--- src/rtl/prog_loader_if.sv ---
// Serial-in / RAM-write-out bundle of the program loader.
// The slave side is the loader itself; the master side drives rxd and watches the writes and status.
interface prog_loader_if;
  logic       rxd;
  logic       wr_en;
  logic [3:0] wr_addr;
  logic [7:0] wr_data;
  logic       cpu_hold;
  logic       busy;
  logic       load_ok;
  logic       load_err;

  modport master (
    output rxd,
    input  wr_en, wr_addr, wr_data, cpu_hold, busy, load_ok, load_err
  );

  modport slave (
    input  rxd,
    output wr_en, wr_addr, wr_data, cpu_hold, busy, load_ok, load_err
  );
endinterface

--- src/rtl/prog_loader.sv ---
// Program loader: 8N1 UART receiver feeding a framed-program writer for the
// 16x8 instruction RAM. Frame = A5, LEN (1..DEPTH), LEN data bytes, CHK where
// CHK = (LEN + sum of data) mod 256. The CPU is held in reset while loading and
// after any aborted load, until a later frame succeeds.
module prog_loader #(
  parameter int CLK_HZ  = 27000000,
  parameter int BAUD    = 115200,
  parameter int DEPTH   = 16,
  parameter int TIMEOUT = 2700000
) (
  input  logic          clk,
  input  logic          rst,
  prog_loader_if.slave  bus
);

  localparam int DIV = CLK_HZ / BAUD;
  localparam int CW  = $clog2(DIV + 1);
  localparam int TW  = $clog2(TIMEOUT + 1);
  localparam int IW  = $clog2(DEPTH + 1);

  typedef enum logic [2:0] {RX_IDLE, RX_START, RX_DATA, RX_STOP, RX_BREAK} rx_state_t;
  typedef enum logic [1:0] {F_SYNC, F_LEN, F_DATA, F_CHK} f_state_t;

  // rxd synchronizer: p0/p1 resolve metastability, p2 is the previous synced value for edge detect
  logic rxd_p0, rxd_p1, rxd_p2;

  // Two-flop synchronizer plus one delay flop, all resetting to the idle-high line level
  always_ff @(posedge clk or negedge rst) begin
    if (!rst) begin
      rxd_p0 <= 1'b1;
      rxd_p1 <= 1'b1;
      rxd_p2 <= 1'b1;
    end else begin
      rxd_p0 <= bus.rxd;
      rxd_p1 <= rxd_p0;
      rxd_p2 <= rxd_p1;
    end
  end

  logic rx_fall;
  assign rx_fall = rxd_p2 & ~rxd_p1;

  rx_state_t       rx_state, rx_next;
  logic [CW-1:0]   rx_cnt, cnt_next;
  logic [2:0]      rx_bit, bit_next;
  logic [7:0]      rx_shift, shift_next;
  logic            byte_valid, valid_next;
  logic            frame_err, ferr_next;

  // UART receiver state and bit timing registers
  always_ff @(posedge clk or negedge rst) begin
    if (!rst) begin
      rx_state   <= RX_IDLE;
      rx_cnt     <= '0;
      rx_bit     <= '0;
      rx_shift   <= '0;
      byte_valid <= 1'b0;
      frame_err  <= 1'b0;
    end else begin
      rx_state   <= rx_next;
      rx_cnt     <= cnt_next;
      rx_bit     <= bit_next;
      rx_shift   <= shift_next;
      byte_valid <= valid_next;
      frame_err  <= ferr_next;
    end
  end

  // UART receiver next state: half-bit to the start centre, then one bit period per sample
  always_comb begin
    rx_next    = rx_state;
    cnt_next   = rx_cnt;
    bit_next   = rx_bit;
    shift_next = rx_shift;
    valid_next = 1'b0;
    ferr_next  = 1'b0;
    unique case (rx_state)
      RX_IDLE: begin
        if (rx_fall) begin
          cnt_next = CW'(DIV / 2 - 1);
          rx_next  = RX_START;
        end
      end
      RX_START: begin
        if (rx_cnt == '0) begin
          if (rxd_p1) begin
            rx_next = RX_IDLE;
          end else begin
            cnt_next = CW'(DIV - 1);
            bit_next = 3'd0;
            rx_next  = RX_DATA;
          end
        end else begin
          cnt_next = rx_cnt - CW'(1);
        end
      end
      RX_DATA: begin
        if (rx_cnt == '0) begin
          shift_next = {rxd_p1, rx_shift[7:1]};
          cnt_next   = CW'(DIV - 1);
          bit_next   = rx_bit + 3'd1;
          if (rx_bit == 3'd7) rx_next = RX_STOP;
        end else begin
          cnt_next = rx_cnt - CW'(1);
        end
      end
      RX_STOP: begin
        if (rx_cnt == '0) begin
          if (rxd_p1) begin
            valid_next = 1'b1;
            rx_next    = RX_IDLE;
          end else begin
            ferr_next = 1'b1;
            rx_next   = RX_BREAK;
          end
        end else begin
          cnt_next = rx_cnt - CW'(1);
        end
      end
      RX_BREAK: begin
        if (rxd_p1) rx_next = RX_IDLE;
      end
      default: rx_next = RX_IDLE;
    endcase
  end

  f_state_t        f_state, f_next;
  logic [7:0]      sum, sum_next;
  logic [IW-1:0]   idx, idx_next;
  logic [IW-1:0]   len, len_next;
  logic [TW-1:0]   tcnt, tcnt_next;
  logic            wr_en_q, wr_en_next;
  logic [3:0]      wr_addr_q, addr_next;
  logic [7:0]      wr_data_q, data_next;
  logic            hold_q, hold_next;
  logic            busy_q, busy_next;
  logic            ok_q, ok_next;
  logic            err_q, err_next;
  logic            abort;

  // Frame parser state, RAM write port and status registers
  always_ff @(posedge clk or negedge rst) begin
    if (!rst) begin
      f_state   <= F_SYNC;
      sum       <= '0;
      idx       <= '0;
      len       <= '0;
      tcnt      <= '0;
      wr_en_q   <= 1'b0;
      wr_addr_q <= '0;
      wr_data_q <= '0;
      hold_q    <= 1'b0;
      busy_q    <= 1'b0;
      ok_q      <= 1'b0;
      err_q     <= 1'b0;
    end else begin
      f_state   <= f_next;
      sum       <= sum_next;
      idx       <= idx_next;
      len       <= len_next;
      tcnt      <= tcnt_next;
      wr_en_q   <= wr_en_next;
      wr_addr_q <= addr_next;
      wr_data_q <= data_next;
      hold_q    <= hold_next;
      busy_q    <= busy_next;
      ok_q      <= ok_next;
      err_q     <= err_next;
    end
  end

  // Frame parser next state; any abort overrides the per-state decision
  always_comb begin
    f_next     = f_state;
    sum_next   = sum;
    idx_next   = idx;
    len_next   = len;
    tcnt_next  = '0;
    wr_en_next = 1'b0;
    addr_next  = wr_addr_q;
    data_next  = wr_data_q;
    hold_next  = hold_q;
    busy_next  = busy_q;
    ok_next    = ok_q;
    err_next   = err_q;
    abort      = 1'b0;
    if (busy_q && !byte_valid) tcnt_next = tcnt + TW'(1);
    unique case (f_state)
      F_SYNC: begin
        if (byte_valid && rx_shift == 8'hA5) begin
          hold_next = 1'b1;
          busy_next = 1'b1;
          ok_next   = 1'b0;
          err_next  = 1'b0;
          sum_next  = '0;
          idx_next  = '0;
          f_next    = F_LEN;
        end
      end
      F_LEN: begin
        if (byte_valid) begin
          if (rx_shift != 8'd0 && int'(rx_shift) <= DEPTH) begin
            len_next = IW'(rx_shift);
            sum_next = rx_shift;
            f_next   = F_DATA;
          end else begin
            abort = 1'b1;
          end
        end
      end
      F_DATA: begin
        if (byte_valid) begin
          wr_en_next = 1'b1;
          addr_next  = 4'(idx);
          data_next  = rx_shift;
          sum_next   = sum + rx_shift;
          idx_next   = idx + IW'(1);
          if ((idx + IW'(1)) == len) f_next = F_CHK;
        end
      end
      F_CHK: begin
        if (byte_valid) begin
          if (rx_shift == sum) begin
            ok_next   = 1'b1;
            hold_next = 1'b0;
            busy_next = 1'b0;
            f_next    = F_SYNC;
          end else begin
            abort = 1'b1;
          end
        end
      end
      default: f_next = F_SYNC;
    endcase
    if (busy_q && (frame_err || (!byte_valid && tcnt == TW'(TIMEOUT - 1)))) abort = 1'b1;
    if (abort) begin
      err_next   = 1'b1;
      busy_next  = 1'b0;
      wr_en_next = 1'b0;
      tcnt_next  = '0;
      f_next     = F_SYNC;
    end
  end

  assign bus.wr_en    = wr_en_q;
  assign bus.wr_addr  = wr_addr_q;
  assign bus.wr_data  = wr_data_q;
  assign bus.cpu_hold = hold_q;
  assign bus.busy     = busy_q;
  assign bus.load_ok  = ok_q;
  assign bus.load_err = err_q;

endmodule

--- src/flat_wrapper.sv ---
// flat-port wrapper written by rule: the top's interface ports become plain ports
module prog_loader_flat 
#(
  parameter int CLK_HZ  = 27000000,
  parameter int BAUD    = 115200,
  parameter int DEPTH   = 16,
  parameter int TIMEOUT = 2700000
)
  (clk, rst, bus_rxd, bus_wr_en, bus_wr_addr, bus_wr_data, bus_cpu_hold, bus_busy, bus_load_ok, bus_load_err);
  prog_loader_if bus_i ();
  input  logic clk;
  input  logic rst;
  input wire logic [$bits(bus_i.rxd)-1:0] bus_rxd;
  output wire logic [$bits(bus_i.wr_en)-1:0] bus_wr_en;
  output wire logic [$bits(bus_i.wr_addr)-1:0] bus_wr_addr;
  output wire logic [$bits(bus_i.wr_data)-1:0] bus_wr_data;
  output wire logic [$bits(bus_i.cpu_hold)-1:0] bus_cpu_hold;
  output wire logic [$bits(bus_i.busy)-1:0] bus_busy;
  output wire logic [$bits(bus_i.load_ok)-1:0] bus_load_ok;
  output wire logic [$bits(bus_i.load_err)-1:0] bus_load_err;
  assign bus_i.rxd = bus_rxd;
  assign bus_wr_en = bus_i.wr_en;
  assign bus_wr_addr = bus_i.wr_addr;
  assign bus_wr_data = bus_i.wr_data;
  assign bus_cpu_hold = bus_i.cpu_hold;
  assign bus_busy = bus_i.busy;
  assign bus_load_ok = bus_i.load_ok;
  assign bus_load_err = bus_i.load_err;
  prog_loader #(.CLK_HZ(CLK_HZ), .BAUD(BAUD), .DEPTH(DEPTH), .TIMEOUT(TIMEOUT)) u_core (.clk(clk), .rst(rst), .bus(bus_i));
endmodule
--- config.mk ---
export PLATFORM = sky130hd
export DESIGN_NAME = prog_loader_flat
export DESIGN_NICKNAME = d
export VERILOG_FILES = /design/src/rtl/prog_loader_if.sv /design/src/rtl/prog_loader.sv /design/src/flat_wrapper.sv
export SDC_FILE = /design/constraint.sdc
export NUM_CORES = 1
export LEC_CHECK = 0
export ABC_AREA = 0
export BUFFER_PORTS_ARGS = -buffer_cell sky130_fd_sc_hd__buf_2
export CORE_AREA = 2 2 110 112
export DETAILED_ROUTE_END_ITERATION = 8
export DIE_AREA = 0 0 112 114
export SETUP_SLACK_MARGIN = 0.1
export SLEW_MARGIN = 20
export SYNTH_ARGS = -nofsm -noshare
export SYNTH_HDL_FRONTEND = slang
export SYNTH_SLANG_ARGS = --single-unit
--- constraint.sdc ---
create_clock -name clk -period 3 [get_ports clk]
set_input_delay 0.3 -clock clk [delete_from_list [all_inputs] [get_ports clk]]
set_output_delay 0.3 -clock clk [all_outputs]
set_load 0.005 [all_outputs]
==> results by group, run 1 <==
Power and ir drop
  – Lkg Pwr: around 0.0023 uW
  – Internal: ~2000 uW
  – Part of the power in registers: 49.0%
  – Worst VDD drop: approximately 0.00028 V
  – Total Power: 2636 uW
  – Switching fraction of total power: between 20% and 30%
  – Switching pwr: ~680 uW
  – Logic pwr share: 8.3%
  – PwrDens: about 520 nW/um2
  – Clock share of power: around 43%

Synth
  – Syn Std Cell Area: about 4600 um2
  – Synth Instances: around 460
  – Syn Area/Cell: ~9.9 um2
  – EDFF count, synth: 0
  – Most numerous cell in the Yosys netlist: dfrtp_1
  – Ys Warns: 0
  – Synthesized net count: approximately 480
  – Synth cell types: 60
  – Area fraction of the dominant cell type after synthesis: a little under half
  – Register bit count reported by yosys: between 80 and 90
  – Top cells by area, synth: dfrtp_1 (46%), nand2_1 (5.5%), ha_1 (4.7%), nor2_1 (4.3%), mux2_2 (4.2%)
  – Top cells by count, synth: dfrtp_1 (83), nand2_1 (67), nor2_1 (52)
  – Asr flop ratio synth: 100.0%
  – Register area share after synthesis: between 40% and 50%
  – Synth Flop Type: dfrtp_1
  – Cell taking the most area after synthesis: dfrtp_1

Timing
  – Slew Limit Fails: 0
  – Worst rel slew slack: 42.19%
  – Setup violations, final: 0
  – Highest Clock Rate: about 0.42 GHz
  – Setup TNS: 0 ps
  – Final period util: between 80% and 90%
  – Final min period: around 2400 ps
  – Tightest Pin Transition: roughly 870 ps
  – Hold Fails Final Rpt: 0
  – RSZ-0062 raised after global routing: no
  – Worst setup margin: about 600 ps
  – Final Skew: between 5 and 6 ps

Final layout
  – Reg area: 2156 um2
  – Multi-input logic area: around 2300 um2
  – Area Growth Syn to Fin: 11.98%
  – Layout Cell Area excl Fill: 5110 um2
  – Core Util, Final: a little over two fifths
  – Number of diodes: 0
  – Share of cells above drive strength 1: between 10% and 20%
  – # fillers: 1130
  – Final #Nets: approximately 500

CTS
  – Skew-Pair Late Insertion Delay: 350 ps
  – H-tree Lvls: 3
  – Clock Sinks: 86
  – CTS root buf: clkbuf_16
  – CTS Hold Bufs: 0
  – CTS Buf Count: 9
  – Reg clk slew, reported paths: ~60 ps
  – CTS tree: done
  – Setup bufs post-CTS: 0
  – Maximum root-to-sink buffer count: 2
  – Post-CTS sizing: 0

Drt
  – Routed vias: 3384
  – DRC Markers: 0
  – Routed vias/inst: approximately 5.3
  – Post-DRT Antenna Nets: 0
  – Drt wl/cell: roughly 15 um
  – 1st-pass router iterations: 4
  – Iteration-0 DRC Markers: about 430
  – Final wirelength: approximately 9400 um

Min path
  – Hold crit path type: in2reg

Worst setup path
  – CP required: approximately 3200 ps
  – CP Max Fanout: 7
  – Crit-path cells: ha_1, nor4_1, nand4_1, a21o_1, a221oi_2, mux2_2
  – Worst path slowest cell: dfrtp_1
  – Arr. time, crit path: 2630 ps
  – Critical path launch point type: register
  – Crit end category: register
  – CP Class: reg2reg
  – Crit-path max cell delay: 470 ps

Floorplanning
  – Core Region: ~12000 um2
  – Initial Util: about two fifths
  – Die Y: 114 um
  – Die Footprint: approximately 13000 um2
  – Row count: 40
  – Chip width: 112 um
  – IO Pins: 20

Placement
  – Pre-CTS worst setup slack: between 600 and 700 ps
  – Post-DP Area: roughly 4800 um2
  – IO Port Bufs: 19
  – GP Congestion: 0.8939
  – Hpwl dp: between 6000 and 7000 um

Run
  – # Max-Cap Violations: 0

Global routing
  – Initial antenna violation count: 0
  – Vias in the first global route: between 3000 and 4000
  – Largest net degree at the start of global routing: 70
  – Gr ovfl total: 0
  – GRT Resource Usage Total: roughly 16%
  – First-pass GRT wire length: roughly 16000 um

Outcome
  – Status: completed
## cell families (layout without fill, tap and decap cells)
kind of cell | Yosys count | after routing | share of synthesized area [%]
flops | 86 | 86 | 47.24
mux | 19 | 19 | 4.634
xor+xnor | 37 | 37 | 7.102
simple gates | 182 | 182 | 19.39
compound gates | 87 | 87 | 13.41
buf+inv | 32 | 57 | 3.126
fa+ha+maj | 18 | 18 | 5.100
## worst max-delay path, delay by kind of cell (launching register included)
family	cells	cell delay, ps
DFF	1	470
adders and majority gates	1	390
AOI/OAI and AO/OA	2	480
and+or+nand+nor	2	570
muxes	1	370
## power by group through the flow
stage,Clock (uW),Combinational [uW],Sequential (uW)
after floorplan,0,173,1290
after global placement,0,217,1310
after detailed placement,0,221,1310
after CTS,1160,222,1290
after global routing,1210,258,1300
final,1130,219,1290
## registers in the layout (all words and copies together) (netlist names), 4 cells and up
name,count
u_core.idx,5
u_core.len,5
u_core.rx_cnt,8
u_core.tcnt,22
u_core.rx_shift,8
u_core.bus.wr_addr,4
u_core.bus.wr_data,8
u_core.sum,8
## final cells by class
class / count / area share [%]
Clock inverter: 6 / 1.371
Tap cell: 147 / 3.599
Inverter: 15 / 1.102
Sequential cell: 86 / 42.19
Clock buffer: 10 / 4.481
Multi-Input combinational cell: 343 / 44.32
Timing Repair Buffer: 26 / 2.938
## layer usage
metal	GRT usage, %	up-vias	wire [um]
li1	-	1675	-
met5	0	-	0
met3	4.038	14	380
met1	22.52	1623	4628
met2	23.15	72	4229
met4	5.935	0	174
## per-stage QoR
step	std cells	hold slack [ps]
after floorplan	461	4.409
after global placement	617	346.3
after detailed placement	617	349.5
after CTS	633	35.35
after global routing	633	27.41
final	633	44.50
## final timing paths
check                                               start                                 to  slack [ps]  depth (start not counted)
max                        u_core.rx_shift[5]$_DFFE_PN0P_      u_core.f_state[1]$_DFFE_PN0P_         600                          6
min                                               bus_rxd            u_core.rxd_p0$_DFF_PN1_          40                          1
max reg2reg                u_core.rx_shift[5]$_DFFE_PN0P_      u_core.f_state[1]$_DFFE_PN0P_         600                          6
min reg2reg                       u_core.rxd_p0$_DFF_PN1_            u_core.rxd_p1$_DFF_PN1_         360                          0
max in group asynchronous                             rst            u_core.rxd_p1$_DFF_PN1_        2170                          2
min in group asynchronous                             rst  u_core.bus.wr_data[6]$_DFFE_PN0P_          50                          1
## cell usage in the layout, fill, tap and decap left out, types with 3 or more instances in the layout
cell type,Yosys,final
dfrtp_1,83,83
nand2_1,67,67
nor2_1,52,52
xor2_1,19,19
xnor2_1,18,18
buf_2,3,18
mux2_2,17,17
ha_1,17,17
a21oi_1,16,16
inv_1,14,14
nand3_1,11,11
o21ai_0,11,11
nor3_1,9,9
o31ai_1,9,9
a22oi_1,9,9
clkbuf_16,0,9
and3_1,8,8
buf_4,1,8
nor4_1,7,7
nand4_1,6,6
a21o_1,6,6
a31oi_1,5,5
o211ai_1,5,5
or3_1,4,4
a211oi_1,4,4
nor3_2,3,3
o22ai_1,3,3
clkinvlp_4,0,3
dfstp_2,3,3
Note: power is estimated with default switching activity, not from simulation.
==> run 2, diff against run 1 <==
==> constraint.sdc (replaced) <==
create_clock -name clk -period 2.3 [get_ports clk]
set_input_delay 0.23 -clock clk [delete_from_list [all_inputs] [get_ports clk]]
set_output_delay 0.23 -clock clk [all_outputs]
set_load 0.005 [all_outputs]
==> run 2 against run 1 <==
Effect of this change:
- clock skew increased by 0.97 ps
- largest power group unchanged
- sequential share of layout area decreased by 1.7 points
- global-route usage decreased by 0.30 points
- first-iteration DRC count decreased by 31%
- hold slack improved by 310 ps
- critical path depth unchanged
- non-clock buffer count increased by 21
- combinational power increased by 31%
- flip-flop and latch count unchanged
- setup slack got worse by 450 ps
==> results by group, run 2 (synthesis results as in run 1) <==
Drt
  – Routed vias/inst: around 5.3
  – Drt wl/cell: between 10 and 15 um
  – Iteration-0 DRC Markers: 294
  – Post-DRT Antenna Nets: 0
  – 1st-pass router iterations: 4
  – Final wirelength: 9454 um
  – Routed vias: around 3500
  – DRC Markers: 0

CTS
  – Clock Sinks: 86
  – CTS root buf: clkbuf_16
  – CTS Buf Count: 9
  – Setup bufs post-CTS: 0
  – H-tree Lvls: 3
  – CTS tree: done
  – Skew-Pair Late Insertion Delay: approximately 340 ps
  – Maximum root-to-sink buffer count: 2
  – Reg clk slew, reported paths: roughly 70 ps

Final layout
  – Area Growth Syn to Fin: 16.67%
  – Share of cells above drive strength 1: a little under a fifth
  – Layout Cell Area excl Fill: 5324 um2
  – # fillers: roughly 1100
  – Final #Nets: between 500 and 600
  – Final Non-Filler Cells: between 600 and 700
  – Max FFs per register: 22
  – Number of diodes: 0
  – Most frequent cells in the layout: dfrtp_1 (82), nand2_1 (67), nor2_1 (52)
  – Commonest non-fill, non-tap cell in the layout: dfrtp_1
  – Largest Register: u_core.tcnt

Run
  – # Max-Cap Violations: 0

Power and ir drop
  – Part of the power in registers: between 40% and 50%
  – Clock share of power: between 40% and 50%
  – PwrDens: between 600 and 700 nW/um2
  – Logic pwr share: 8.3%
  – Lkg Pwr: about 0.0024 uW
  – Worst VDD drop: 0.0004485 V
  – Switching fraction of total power: 25.45%
  – Switching pwr: between 800 and 900 uW
  – Internal: around 2600 uW

Global routing
  – Vias in the first global route: around 3300
  – GRT Resource Usage Total: around 15%
  – Initial antenna violation count: 0
  – Gr ovfl total: 0
  – First-pass GRT wire length: about 16000 um
  – Largest net degree at the start of global routing: just under 60

Placement
  – IO Port Bufs: 19
  – Hpwl dp: slightly below 7000 um
  – Placed Instances: approximately 640
  – GP Congestion: between 0.8 and 0.9
  – Post-DP Area: 4966 um2

Worst setup path
  – Critical path launch point type: register
  – Crit end category: register
  – CP required: 2530 ps
  – Arr. time, crit path: between 2000 and 2500 ps
  – CP Max Fanout: 7
  – CP Class: reg2reg

Floorplanning
  – Die Y: around 110 um
  – Chip width: 112 um
  – Row count: 40
  – Core Region: around 12000 um2
  – IO Pins: 20
  – Initial Util: about two fifths
  – Die Footprint: 12770 um2

Timing
  – Setup violations, final: 0
  – Slew Limit Fails: 0
  – Setup TNS: 0 ps
  – Worst rel slew slack: a little over half
  – Tightest Pin Transition: between 600 and 700 ps
  – RSZ-0062 raised after global routing: yes
  – Hold Fails Final Rpt: 0
  – Final period util: between 90% and 100%
  – Final min period: ~2200 ps
  – Final Skew: between 6 and 7 ps
  – Highest Clock Rate: approximately 0.46 GHz

Outcome
  – Status: completed

Min path
  – Hold crit path type: in2async
run 2: cell count changes in the layout (fill, tap and decap cells not counted), sizes merged:
cell / delta
dlygate4sd3: +2
buf: +19
clkinvlp: -1
clkinv: +1
run 2: final cells by class:
class	instances	area [um2]	share of cell area, %
inverters	15	56.30	1.058
flip-flops and latches	86	2157	40.52
clock buffers	10	239.0	4.489
repair buffers	47	325.3	6.110
clock inverters	6	70.07	1.316
well taps	147	183.9	3.455
multi-input cells	343	2292	43.06
run 2: per-stage QoR:
step                      power, uW  util (%)  setup slack [ps]  hold WS (ps)
after global routing           3638     45.46             48.23         359.1
after CTS                      3522     45.26             107.8         356.8
after detailed placement       2001     42.40             84.85         193.8
final                          3472     45.46             143.6         356.6
after global placement         1991     42.40             119.4         187.6
after floorplan                1908         -             187.0        -65.59
run 2: per-layer routing:
layer | part of all wire [%] | track usage [%] | vias up
met5 | 0 | 0 | -
met1 | 51 | 21.98 | 1671
li1 | - | - | 1724
met4 | 2.0 | 7.236 | 0
met2 | 44 | 23.56 | 46
met3 | 2.9 | 2.072 | 12
run 2: timing repair:
| item | in CTS | in global routing |
|---|---|---|
| hold endpoints to repair | 30 | 0 |
| pin swaps | 1 | 3 |
| gates resized for setup | 1 | 5 |
| hold buffers | 2 | 0 |
| setup endpoints to repair | 1 | 4 |
run 2: power groups by stage:
stage | Combinational (uW) | Clock, uW | Sequential, uW
5_1_grt | 340 | 1600 | 1700
4_1_cts | 293 | 1550 | 1680
3_5_place_dp | 289 | 0 | 1710
6_report | 287 | 1500 | 1680
3_3_place_gp | 283 | 0 | 1710
2_1_floorplan | 226 | 0 | 1680
run 2: final timing paths:
check / start / endpoint / slack, ps / cells past startpoint
worst min register to register: u_core.rxd_p0$_DFF_PN1_ / u_core.rxd_p1$_DFF_PN1_ / 360 / 0
worst min-delay path: rst / u_core.rx_shift[5]$_DFFE_PN0P_ / 360 / 2
worst max register to register: u_core.rx_shift[3]$_DFFE_PN0P_ / u_core.f_state[1]$_DFFE_PN0P_ / 140 / 6
max in group asynchronous: rst / u_core.rxd_p1$_DFF_PN1_ / 1270 / 3
worst max-delay path: u_core.rx_shift[3]$_DFFE_PN0P_ / u_core.f_state[1]$_DFFE_PN0P_ / 140 / 6
min in group clk: u_core.rxd_p0$_DFF_PN1_ / u_core.rxd_p1$_DFF_PN1_ / 360 / 0
run 2: worst max-delay path, stage by stage, from the launching register on:
cell	delay, ps
dfrtp_1	460
ha_1	380
nor3_2	250
nand4_1	130
a21o_1	230
a221oi_2	230
mux2_2	360
==> run 3, diff against run 2 <==
--- a/config.mk
+++ b/config.mk
@@ -5,11 +5,11 @@
 export SDC_FILE = /design/constraint.sdc
 export NUM_CORES = 1
 export LEC_CHECK = 0
-export ABC_AREA = 0
+export ABC_AREA = 1
 export BUFFER_PORTS_ARGS = -buffer_cell sky130_fd_sc_hd__buf_2
-export CORE_AREA = 2 2 110 112
+export CORE_AREA = 4 4 114 116
 export DETAILED_ROUTE_END_ITERATION = 8
-export DIE_AREA = 0 0 112 114
+export DIE_AREA = 0 0 118 120
 export SETUP_SLACK_MARGIN = 0.1
 export SLEW_MARGIN = 20
 export SYNTH_ARGS = -nofsm -noshare
==> run 3 against run 2 <==
Effect of this change:
- die area grew 11%
- hold slack gained 3.4 ps
- clock skew grew 1.2 ps
- total power grew 6.1%
- highest routed layer unchanged
- global-route usage shrank 0.074 points
==> results by group, run 3 <==
Synth
  – Cell taking the most area after synthesis: dfrtp_1
  – Post-synthesis adder-cell area fraction: ~4.9%
  – Mux contribution to synthesized area: 0%
  – Asr flop ratio synth: 100.0%
  – Top cells by count, synth: nand2_1 (156), dfrtp_1 (83), inv_1 (69)
  – Synth Area in Compound Gates: a little over a tenth
  – Area fraction of the dominant cell type after synthesis: 43.90%
  – Top cells by area, synth: dfrtp_1 (44%), nand2_1 (12%), inv_1 (5.5%), nor2_1 (5.2%), ha_1 (4.5%)
  – Ys Warns: 0
  – EDFF count, synth: 0
  – Synth Flop Type: dfrtp_1
  – Post-synthesis xor/xnor area fraction: around 2.0%
  – Register bit count reported by yosys: 86
  – Synth cell types: 44
  – Synth Instances: 598
  – Largest family of logic cells by synthesized area: simple AND/OR/NAND/NOR gates
  – Most numerous cell in the Yosys netlist: nand2_1
  – Synthesized net count: 619
  – Syn Std Cell Area: approximately 4700 um2
  – Syn Area/Cell: around 7.9 um2
  – Simple-gate area share of the yosys netlist: 30.07%
  – Register area share after synthesis: between 40% and 50%

Min path
  – Worst Hold Launch: u_core.rxd_p0$_DFF_PN1_
  – Hold Path Depth: 0
  – Hold crit path type: reg2reg
  – Worst Hold Endpoint: u_core.rxd_p1$_DFF_PN1_

Final layout
  – Final #Nets: 648
  – Layout Cell Area excl Fill: ~5300 um2
  – Max FFs per register: 22
  – Area Growth Syn to Fin: 12.35%
  – Most frequent cells in the layout: nand2_1 (156), dfrtp_1 (83), inv_1 (69)
  – Largest Register: u_core.tcnt
  – Number of diodes: 0
  – Share of cells above drive strength 1: around 13%
  – Commonest non-fill, non-tap cell in the layout: nand2_1
  – # fillers: roughly 1200

Placement
  – IO Port Bufs: 19
  – Post-DP Area: roughly 5000 um2
  – GP Congestion: between 0.8 and 0.9
  – Hpwl dp: ~7600 um

Timing
  – Tightest Pin Transition: between 500 and 600 ps
  – Final period util: a little over four fifths
  – Highest Clock Rate: 0.5196 GHz
  – RSZ-0062 raised after global routing: no
  – Worst rel slew slack: roughly two thirds
  – Final min period: about 1900 ps
  – Setup TNS: 0 ps
  – Final Skew: about 8.1 ps
  – Hold Fails Final Rpt: 0
  – Slew Limit Fails: 0
  – Setup violations, final: 0

CTS
  – Post-CTS sizing: 0
  – CTS tree: done
  – Clock Sinks: 86
  – CTS Buf Count: 9
  – Maximum root-to-sink buffer count: 2
  – H-tree Lvls: 3
  – CTS root buf: clkbuf_16
  – Skew-Pair Late Insertion Delay: around 340 ps
  – Reg clk slew, reported paths: about 60 ps

Floorplanning
  – IO Pins: 20
  – Core Region: around 12000 um2
  – Initial Util: about two fifths
  – Die Footprint: ~14000 um2
  – Row count: 40
  – Chip width: around 120 um
  – Die Y: ~120 um

Run
  – # Max-Cap Violations: 0

Global routing
  – Vias in the first global route: between 3000 and 4000
  – First-pass GRT wire length: approximately 18000 um
  – Initial antenna violation count: 0
  – Gr ovfl total: 0
  – GRT Resource Usage Total: between 15 and 20%
  – Largest net degree at the start of global routing: 50

Outcome
  – Status: completed

Drt
  – Routed vias: 3878
  – Final wirelength: 10170 um
  – Drt wl/cell: 13.06 um
  – Routed vias/inst: approximately 5
  – Iteration-0 DRC Markers: 265
  – 1st-pass router iterations: 5
  – Post-DRT Antenna Nets: 0
  – DRC Markers: 0

Power and ir drop
  – Worst VDD drop: around 0.00054 V
  – Logic pwr share: 17.1%
  – Switching fraction of total power: between 20% and 30%
  – Lkg Pwr: 0.002511 uW
  – Internal: approximately 2600 uW
  – Clock share of power: approximately 38%
  – Part of the power in registers: between 40% and 50%
  – Switching pwr: about 1100 uW
  – PwrDens: just under 700 nW/um2

Worst setup path
  – CP Class: reg2reg
  – Worst r2r path cells: 10
  – Setup slack, reg-to-reg: around 380 ps
  – Critical path launch point type: register
  – CP Max Fanout: 6
  – RR Endpoint: u_core.bus.busy$_DFFE_PN0P_
  – CP required: roughly 2600 ps
  – Arr. time, crit path: about 2200 ps
  – Worst reg2reg startpoint: u_core.rx_shift[2]$_DFFE_PN0P_
  – Crit end category: register
  – Crit path from: u_core.rx_shift[2]$_DFFE_PN0P_
run 3: changes by cell type after synthesis, sizes merged, moves of 8 or more:
cell	change
nand2	+98
nand3	+29
xor2	-12
nor2	+19
and3	-9
clkbuf	-8
o21ai	+34
xnor2	-14
o31ai	-10
mux2	-17
inv	+61
run 3: area by class of cell:
cell class / instances / area, um2 / area share, %
flip-flops and latches: 86 / 2156 / 40.56
clock inverters: 3 / 17.52 / 0.3296
clock buffers: 13 / 270.3 / 5.085
repair buffers: 24 / 152.6 / 2.872
well taps: 147 / 183.9 / 3.460
inverters: 76 / 287.8 / 5.414
multi-input cells: 430 / 2247 / 42.28
run 3: critical path, stage by stage (launching register included):
cell and delay, ps:
dfrtp_1 440, ha_1 390, nor2_1 120, nand2_1 50, nor2_1 120, nand3_1 90
nand2_1 70, nand2_1 70, nor2_1 190, nand2_1 130, a21oi_1 170
run 3: cells by family (layout without fill, tap and decap cells):
| kind of cell | Yosys count | count (layout) |
|---|---|---|
| buffers and inverters | 82 | 116 |
| and+or+nand+nor | 316 | 316 |
| AOI/OAI and AO/OA | 85 | 85 |
| adders and majority gates | 18 | 18 |
| DFF | 86 | 86 |
| xor gates and xnor gates | 11 | 11 |
run 3: power by group through the flow:
stage | clock (uW) | combinational [uW] | sequential (uW)
global route | 1500 | 711 | 1670
global placement | 0 | 604 | 1690
CTS | 1440 | 628 | 1660
finish | 1390 | 631 | 1660
detailed placement | 0 | 623 | 1690
floorplan | 0 | 484 | 1670
run 3: routing by layer:
layer | vias up | track usage [%] | wire length (um)
met5 | - | 0 | 0
met4 | 0 | 4.762 | 124
met2 | 50 | 25.91 | 4810
met1 | 1815 | 19.73 | 4961
met3 | 10 | 3.534 | 274
li1 | 2003 | - | -
run 3: stage by stage:
stage          worst slack, ps  std cells  util [%]  hold WS [ps]  total power (uW)
3_5_place_dp             368.3        761     42.04         250.9              2313
4_1_cts                  369.4        779     44.62         362.7              3727
2_1_floorplan            620.5        598         -        -65.59              2159
5_1_grt                  156.3        779     44.62         363.5              3885
6_report                 375.4        779     44.62         360.0              3682
3_3_place_gp             405.6        761     42.04         233.8              2290
run 3: worst max-delay path by stage:
stage | slack [ps] | endpoint | depth (start not counted)
2_1_floorplan | 620 | u_core.rx_shift[7]$_DFFE_PN0P_ | 8
3_3_place_gp | 410 | u_core.bus.load_ok$_DFFE_PN0P_ | 10
3_5_place_dp | 370 | u_core.rx_shift[6]$_DFFE_PN0P_ | 7
4_1_cts | 370 | u_core.rx_shift[6]$_DFFE_PN0P_ | 7
5_1_grt | 160 | u_core.f_state[0]$_DFFE_PN0P_ | 11
6_report | 380 | u_core.bus.busy$_DFFE_PN0P_ | 10
run 3: what timing repair did:
action,CTS,global route
hold buffers,2,0
buffers inserted,0,0
hold endpoints to repair,35,0
